$ cat config.mk
export PLATFORM = sky130hd
export DESIGN_NAME = cskipa_seq_ctrl_flat
export DESIGN_NICKNAME = d
export VERILOG_FILES = /design/src/rtl/cskipa_seq_ctrl_if.sv /design/src/rtl/cskipa_seq_ctrl.sv /design/src/flat_wrapper.sv
export SDC_FILE = /design/constraint.sdc
export NUM_CORES = 1
export LEC_CHECK = 0
export BUFFER_PORTS_ARGS = -buffer_cell sky130_fd_sc_hd__buf_2
export CAP_MARGIN = 15
export CORE_AREA = 2 2 192 194
export DETAILED_ROUTE_END_ITERATION = 6
export DIE_AREA = 0 0 194 196
export MAX_ROUTING_LAYER = met4
export PLACE_DENSITY = 0.7
export SYNTH_ARGS = -nofsm -noshare
export SYNTH_HDL_FRONTEND = slang
export SYNTH_SLANG_ARGS = --single-unit
$ cat constraint.sdc
create_clock -name i_clk -period 4.66 [get_ports i_clk]
set_input_delay 0.233 -clock i_clk [delete_from_list [all_inputs] [get_ports i_clk]]
set_output_delay 0.233 -clock i_clk [all_outputs]
set_load 0.1 [all_outputs]
$ cat src/rtl/cskipa_seq_ctrl_if.sv
// cskipa_seq_ctrl_if -- bus bundle for the multi-word carry-skip adder sequencer.
//
// Groups two buses:
//   request/result : i_start, i_nwords, i_sub, i_op_a, i_op_b  -> o_ready, o_done, o_result, o_cout
//   adder          : o_adder_a, o_adder_b, o_adder_cin        -> i_adder_sum, i_adder_cout
//
// Handshake: a request is accepted on any rising edge where o_ready=1 and i_start=1;
// i_start is ignored while o_ready=0 (no queuing). o_done is a one-cycle result-valid
// pulse with no backpressure; o_result/o_cout stay stable until the next accept.
// The adder bus is purely combinational: sum/cout answer a/b/cin in the same cycle.
//
// modport slave  : the sequencer (cskipa_seq_ctrl)
// modport master : the requester, which also hosts the external adder
interface cskipa_seq_ctrl_if #(
  parameter int WORD  = 32,
  parameter int NWMAX = 4
);
  logic                    i_start;
  logic [1:0]              i_nwords;
  logic                    i_sub;
  logic [WORD*NWMAX-1:0]   i_op_a;
  logic [WORD*NWMAX-1:0]   i_op_b;
  logic                    o_ready;
  logic                    o_done;
  logic [WORD*NWMAX-1:0]   o_result;
  logic                    o_cout;
  logic [WORD-1:0]         o_adder_a;
  logic [WORD-1:0]         o_adder_b;
  logic                    o_adder_cin;
  logic [WORD-1:0]         i_adder_sum;
  logic                    i_adder_cout;

  modport slave (
    input  i_start, i_nwords, i_sub, i_op_a, i_op_b, i_adder_sum, i_adder_cout,
    output o_ready, o_done, o_result, o_cout, o_adder_a, o_adder_b, o_adder_cin
  );

  modport master (
    output i_start, i_nwords, i_sub, i_op_a, i_op_b, i_adder_sum, i_adder_cout,
    input  o_ready, o_done, o_result, o_cout, o_adder_a, o_adder_b, o_adder_cin
  );
endinterface

$ cat src/rtl/cskipa_seq_ctrl.sv
// cskipa_seq_ctrl -- sequences a multi-word add/subtract through one external
// WORD-bit carry-skip adder, one word per cycle, least significant word first.
//
// Ports:
//   i_clk       : clock, all state updates on rising edge
//   i_rst       : synchronous active-high reset
//   bus         : cskipa_seq_ctrl_if.slave (request/result bus + adder bus)
//   o_dbg_state : current FSM state (0=IDLE, 1=RUN, 2=DONE)
//
// Subtraction is A + ~B + 1: B words are inverted and the first carry-in is 1,
// so a final carry-out of 1 means no borrow.
module cskipa_seq_ctrl #(
  parameter int WORD  = 32,
  parameter int NWMAX = 4
) (
  input  logic              i_clk,
  input  logic              i_rst,
  cskipa_seq_ctrl_if.slave  bus,
  output logic [1:0]        o_dbg_state
);

  typedef enum logic [1:0] {
    IDLE = 2'd0,
    RUN  = 2'd1,
    DONE = 2'd2
  } state_t;

  state_t                  state_q, state_d;
  logic [WORD*NWMAX-1:0]   a_q, b_q;
  logic [1:0]              nwords_q;
  logic                    sub_q;
  logic [1:0]              idx_q;
  logic                    carry_q;
  logic [WORD*NWMAX-1:0]   result_q;
  logic                    cout_q;

  // State register
  always_ff @(posedge i_clk) begin
    if (i_rst) state_q <= IDLE;
    else       state_q <= state_d;
  end

  // Next state and adder drive
  always_comb begin
    state_d         = state_q;
    bus.o_adder_a   = '0;
    bus.o_adder_b   = '0;
    bus.o_adder_cin = 1'b0;
    case (state_q)
      IDLE: begin
        if (bus.i_start) state_d = RUN;
      end
      RUN: begin
        bus.o_adder_a   = a_q[idx_q*WORD +: WORD];
        bus.o_adder_b   = sub_q ? ~b_q[idx_q*WORD +: WORD] : b_q[idx_q*WORD +: WORD];
        // The first word takes the subtract "+1"; later words chain the carry.
        bus.o_adder_cin = (idx_q == 2'd0) ? sub_q : carry_q;
        if (idx_q == nwords_q) state_d = DONE;
      end
      DONE: begin
        state_d = IDLE;
      end
      default: begin
        state_d = IDLE;
      end
    endcase
  end

  // Datapath registers
  always_ff @(posedge i_clk) begin
    if (i_rst) begin
      a_q      <= '0;
      b_q      <= '0;
      nwords_q <= 2'd0;
      sub_q    <= 1'b0;
      idx_q    <= 2'd0;
      carry_q  <= 1'b0;
      result_q <= '0;
      cout_q   <= 1'b0;
    end else begin
      case (state_q)
        IDLE: begin
          if (bus.i_start) begin
            a_q      <= bus.i_op_a;
            b_q      <= bus.i_op_b;
            nwords_q <= bus.i_nwords;
            sub_q    <= bus.i_sub;
            idx_q    <= 2'd0;
            result_q <= '0;
            cout_q   <= 1'b0;
          end
        end
        RUN: begin
          result_q[idx_q*WORD +: WORD] <= bus.i_adder_sum;
          carry_q                      <= bus.i_adder_cout;
          // idx stops at nwords_q, so it never wraps past the last word.
          if (idx_q == nwords_q) cout_q <= bus.i_adder_cout;
          else                   idx_q  <= idx_q + 2'd1;
        end
        default: begin
        end
      endcase
    end
  end

  assign bus.o_ready  = (state_q == IDLE);
  assign bus.o_done   = (state_q == DONE);
  assign bus.o_result = result_q;
  assign bus.o_cout   = cout_q;
  assign o_dbg_state  = state_q;

endmodule

$ cat src/flat_wrapper.sv
// flat-port wrapper written by rule: the top's interface ports become plain ports
module cskipa_seq_ctrl_flat 
#(
  parameter int WORD  = 32,
  parameter int NWMAX = 4
)
  (i_clk, i_rst, o_dbg_state, bus_i_start, bus_i_nwords, bus_i_sub, bus_i_op_a, bus_i_op_b, bus_i_adder_sum, bus_i_adder_cout, bus_o_ready, bus_o_done, bus_o_result, bus_o_cout, bus_o_adder_a, bus_o_adder_b, bus_o_adder_cin);
  cskipa_seq_ctrl_if #(.WORD(WORD), .NWMAX(NWMAX)) bus_i ();
  input  logic i_clk;
  input  logic i_rst;
  output logic [1:0] o_dbg_state;
  input wire logic [$bits(bus_i.i_start)-1:0] bus_i_start;
  input wire logic [$bits(bus_i.i_nwords)-1:0] bus_i_nwords;
  input wire logic [$bits(bus_i.i_sub)-1:0] bus_i_sub;
  input wire logic [$bits(bus_i.i_op_a)-1:0] bus_i_op_a;
  input wire logic [$bits(bus_i.i_op_b)-1:0] bus_i_op_b;
  input wire logic [$bits(bus_i.i_adder_sum)-1:0] bus_i_adder_sum;
  input wire logic [$bits(bus_i.i_adder_cout)-1:0] bus_i_adder_cout;
  output wire logic [$bits(bus_i.o_ready)-1:0] bus_o_ready;
  output wire logic [$bits(bus_i.o_done)-1:0] bus_o_done;
  output wire logic [$bits(bus_i.o_result)-1:0] bus_o_result;
  output wire logic [$bits(bus_i.o_cout)-1:0] bus_o_cout;
  output wire logic [$bits(bus_i.o_adder_a)-1:0] bus_o_adder_a;
  output wire logic [$bits(bus_i.o_adder_b)-1:0] bus_o_adder_b;
  output wire logic [$bits(bus_i.o_adder_cin)-1:0] bus_o_adder_cin;
  assign bus_i.i_start = bus_i_start;
  assign bus_i.i_nwords = bus_i_nwords;
  assign bus_i.i_sub = bus_i_sub;
  assign bus_i.i_op_a = bus_i_op_a;
  assign bus_i.i_op_b = bus_i_op_b;
  assign bus_i.i_adder_sum = bus_i_adder_sum;
  assign bus_i.i_adder_cout = bus_i_adder_cout;
  assign bus_o_ready = bus_i.o_ready;
  assign bus_o_done = bus_i.o_done;
  assign bus_o_result = bus_i.o_result;
  assign bus_o_cout = bus_i.o_cout;
  assign bus_o_adder_a = bus_i.o_adder_a;
  assign bus_o_adder_b = bus_i.o_adder_b;
  assign bus_o_adder_cin = bus_i.o_adder_cin;
  cskipa_seq_ctrl #(.WORD(WORD), .NWMAX(NWMAX)) u_core (.i_clk(i_clk), .i_rst(i_rst), .bus(bus_i), .o_dbg_state(o_dbg_state));
endmodule
==> results.json <==
{
  "status": "completed",
  "die-width_um": 194,
  "start_util_pct": 43.6,
  "maxSlewHeadroom_pct": 12.8,
  "grt_usage_pct": 28.5,
  "syn_to_final_growth_pct": 44.3,
  "worstSetupPathType": "register to output port",
  "antenna_found_initial": 11,
  "syn-instance-count": 1769,
  "maxSlewViolCount": 0,
  "p_per_area_nw_per_um2": 368,
  "clk_pin_slew_ns": 0.06,
  "yosysSeqAreaShare_pct": 50.0,
  "die_h_um": 196,
  "synth_cell_types": 34,
  "setup_tns_ns": 0,
  "ios": 493,
  "worstSetupStartpointType": "register",
  "async_flop_share_pct": 0,
  "worstSetupEndpointType": "output port",
  "yosys_warnings": 0,
  "grt_overflow": 0,
  "yosys.area_share.simple_pct": 16.7,
  "hpwl_um": 32600,
  "nets": 2756,
  "synth-xor-area-share_pct": 0.223,
  "setup_viol": 0,
  "postCtsSetupBuffers": 0,
  "routed_wl_um": 54700,
  "synth_adder_area_share_pct": 0.397,
  "fin_hold_ws_ns": 0.235,
  "port_buffers": 492,
  "worstPathRequired_ns": 4.43,
  "finalHoldViolCount": 0,
  "cts_tree": "built",
  "synth_top_family_by_area": "simple AND/OR/NAND/NOR gates",
  "core_um2": 36100,
  "worstPathMaxFanout": 40,
  "drive_gt1_share_pct": 26.4,
  "place_congestion": 0.899,
  "dpl_worst_slack_ns": 1.44,
  "initialDrtViolationCount": 1071,
  "synth-compound-area-share_pct": 16.3,
  "rsz0062_at_grt": "false",
  "numCtsBuffers": 42,
  "h-tree-depth": 2,
  "synth_mux_area_share_pct": 11.5,
  "syn-num-nets": 2069,
  "crit_chain": "nor2b_2 -> buf_4 -> nand2_1 -> buf_16 -> mux2i_1 -> buf_2",
  "synthesis.area_um2": 15700,
  "skew_ns": 0.00824,
  "vias_per_cell": 5.42,
  "grt_pass1_wl_um": 85500,
  "worst_path_max_delay_cell": "dfxtp_1",
  "drc": 0,
  "hold_class": "primary input to register",
  "placed_cells": 2587,
  "vias": 16073,
  "hold_buffers": 292,
  "worst_ep_arrival_time_ns": 3.18,
  "ctsResizeCount": 0,
  "min_period_ns": 3.41,
  "grt_max_degree": 260,
  "clock_latency_ns": 0.54,
  "wl_per_cell_um": 18.4,
  "syn_area_per_cell_um2": 8.90,
  "worstHoldPathCells": 2,
  "root_buffer": "clkbuf_16",
  "drv_cap": 0,
  "yosysTopAreaCell": "dfxtp_1",
  "synth_edf_count": 0,
  "fill_cells": 2814,
  "synthTopCellsByArea": "dfxtp_1, nand2_1, a21oi_1",
  "rows": 70,
  "p_leak_nw": 9.60,
  "synth_seq_cells": 393,
  "fmax_ghz": 0.293,
  "design.die.area_um2": 38000,
  "drtPass1Iterations": 5,
  "fin_crit_sh_pct": 73.3,
  "timing.final.ws_setup_ns": 1.25,
  "synth_flop_cell": "dfxtp_1",
  "grt_pass1_vias": 16432,
  "synth_top_area_share_pct": 50.0,
  "cts_num_sinks": 393,
  "peakVddDrop_mv": 0.372,
  "cts_buffer_depth": 3,
  "instances_no_fill": 2968,
  "cpPeakStageDelay_ns": 0.72,
  "ant_nets": 0,
  "worst-slew-pin-transition_ns": 1.31,
  "worstRegToRegCells": 7
}
==> metal layers <==
layer  vias to the layer above  track usage, %  share of wire, %
met3                       228            4.76               6.9
li1                       7455               -                 -
met2                       810            47.0                50
met1                      7580            32.4                38
met4                         0            18.0               5.6
met5                         -               -                 0
==> per-stage QoR <==
stage                     util, %  power, mW  area (um^2)
after floorplan                 -       4.46        15700
after global placement       50.7       4.76        18300
after detailed placement     50.7       4.79        18300
after CTS                    62.8       8.38        22700
after global routing         62.9       8.66        22700
final                        62.9       8.36        22700
==> where the power goes <==
group	switching, mW	internal (mW)	leakage, nW
logic	0.819	0.502	5.68
clock network	1.35	2.05	0.704
registers	0.101	3.53	3.21
total	2.27	6.08	9.60
==> critical path, delay by kind of cell, from the launching register on <==
family | cells | cell delay, ns
and+or+nand+nor | 2 | 0.57
DFF | 1 | 0.72
muxes | 1 | 0.20
buffers and inverters | 3 | 1.12
==> cells by family (layout without fill, tap and decap cells) <==
kind of cell    count (synthesis)  count (layout)
simple gates                  638             638
compound gates                462             462
flops                         393             393
buf+inv                       166             886
mux                           101             101
fa+ha+maj                       5               5
xor+xnor                        4               4
other cells                     0              11
==> cell usage after synthesis (2+ instances only) <==
cell type  instances
nand2_1          521
dfxtp_1          393
a21oi_1          328
clkbuf_1          87
nand3_1           66
o21ai_0           66
a22o_1            64
mux4_2            64
buf_2             41
mux2i_1           35
and2_1            32
buf_4             25
buf_1              9
ha_1               5
inv_1              3
nand4_1            3
nor2_1             3
a31oi_1            2
and3_1             2
nand2b_1           2
nor2b_1            2
nor3b_2            2
xnor2_1            2
xor2_1             2
==> placed cells by master (no fill, tap or decap), types with 5 or more instances in the layout <==
cell / netlist / layout
a21oi_1: 328 / 326
a22o_1: 64 / 64
and2_1: 32 / 32
buf_12: 0 / 5
buf_2: 41 / 491
buf_4: 25 / 16
clkbuf_1: 87 / 11
clkbuf_16: 0 / 46
clkbuf_8: 0 / 9
clkinv_2: 0 / 8
dfxtp_1: 393 / 390
diode_2: 0 / 11
dlygate4sd3_1: 0 / 292
ha_1: 5 / 5
mux2i_1: 35 / 33
mux4_2: 64 / 64
nand2_1: 521 / 521
nand3_1: 66 / 66
o21ai_0: 66 / 66
==> final timing paths <==
path                                                         start                                     to  slack (ns)
worst min register to register         u_core.a_q[66]$_SDFFE_PP0P_            u_core.a_q[66]$_SDFFE_PP0P_        0.45
worst max-delay path            u_core.o_dbg_state[0]$_SDFFE_PP0P_                      bus_o_adder_b[25]        1.25
worst max register to register        u_core.idx_q[0]$_SDFFE_PP0P_  u_core.bus.o_result[105]$_SDFFE_PP0P_        1.86
worst min-delay path                                         i_rst            u_core.a_q[56]$_SDFFE_PP0P_        0.24
==> area by class of cell <==
type | count | area [um^2] | area share, %
multi-input combinational | 1210 | 7150 | 31.5
tap | 468 | 586 | 2.58
timing repair buffer | 806 | 5640 | 24.8
antenna | 11 | 27.5 | 0.121
inverter | 3 | 11.3 | 0.0496
sequential | 393 | 7880 | 34.7
clock buffer | 66 | 1320 | 5.80
clock inverter | 11 | 108 | 0.474
==> flip-flops by register name, summed over array words and instances, names as in the netlist <==
signal,count
u_core.sub_q,1
u_core.nwords_q,2
u_core.carry_q,1
u_core.b_q,128
u_core.bus.o_cout,1
u_core.a_q,128
u_core.bus.o_result,128
u_core.idx_q,2
u_core.o_dbg_state,2
Note: power is estimated with default switching activity, not from simulation.
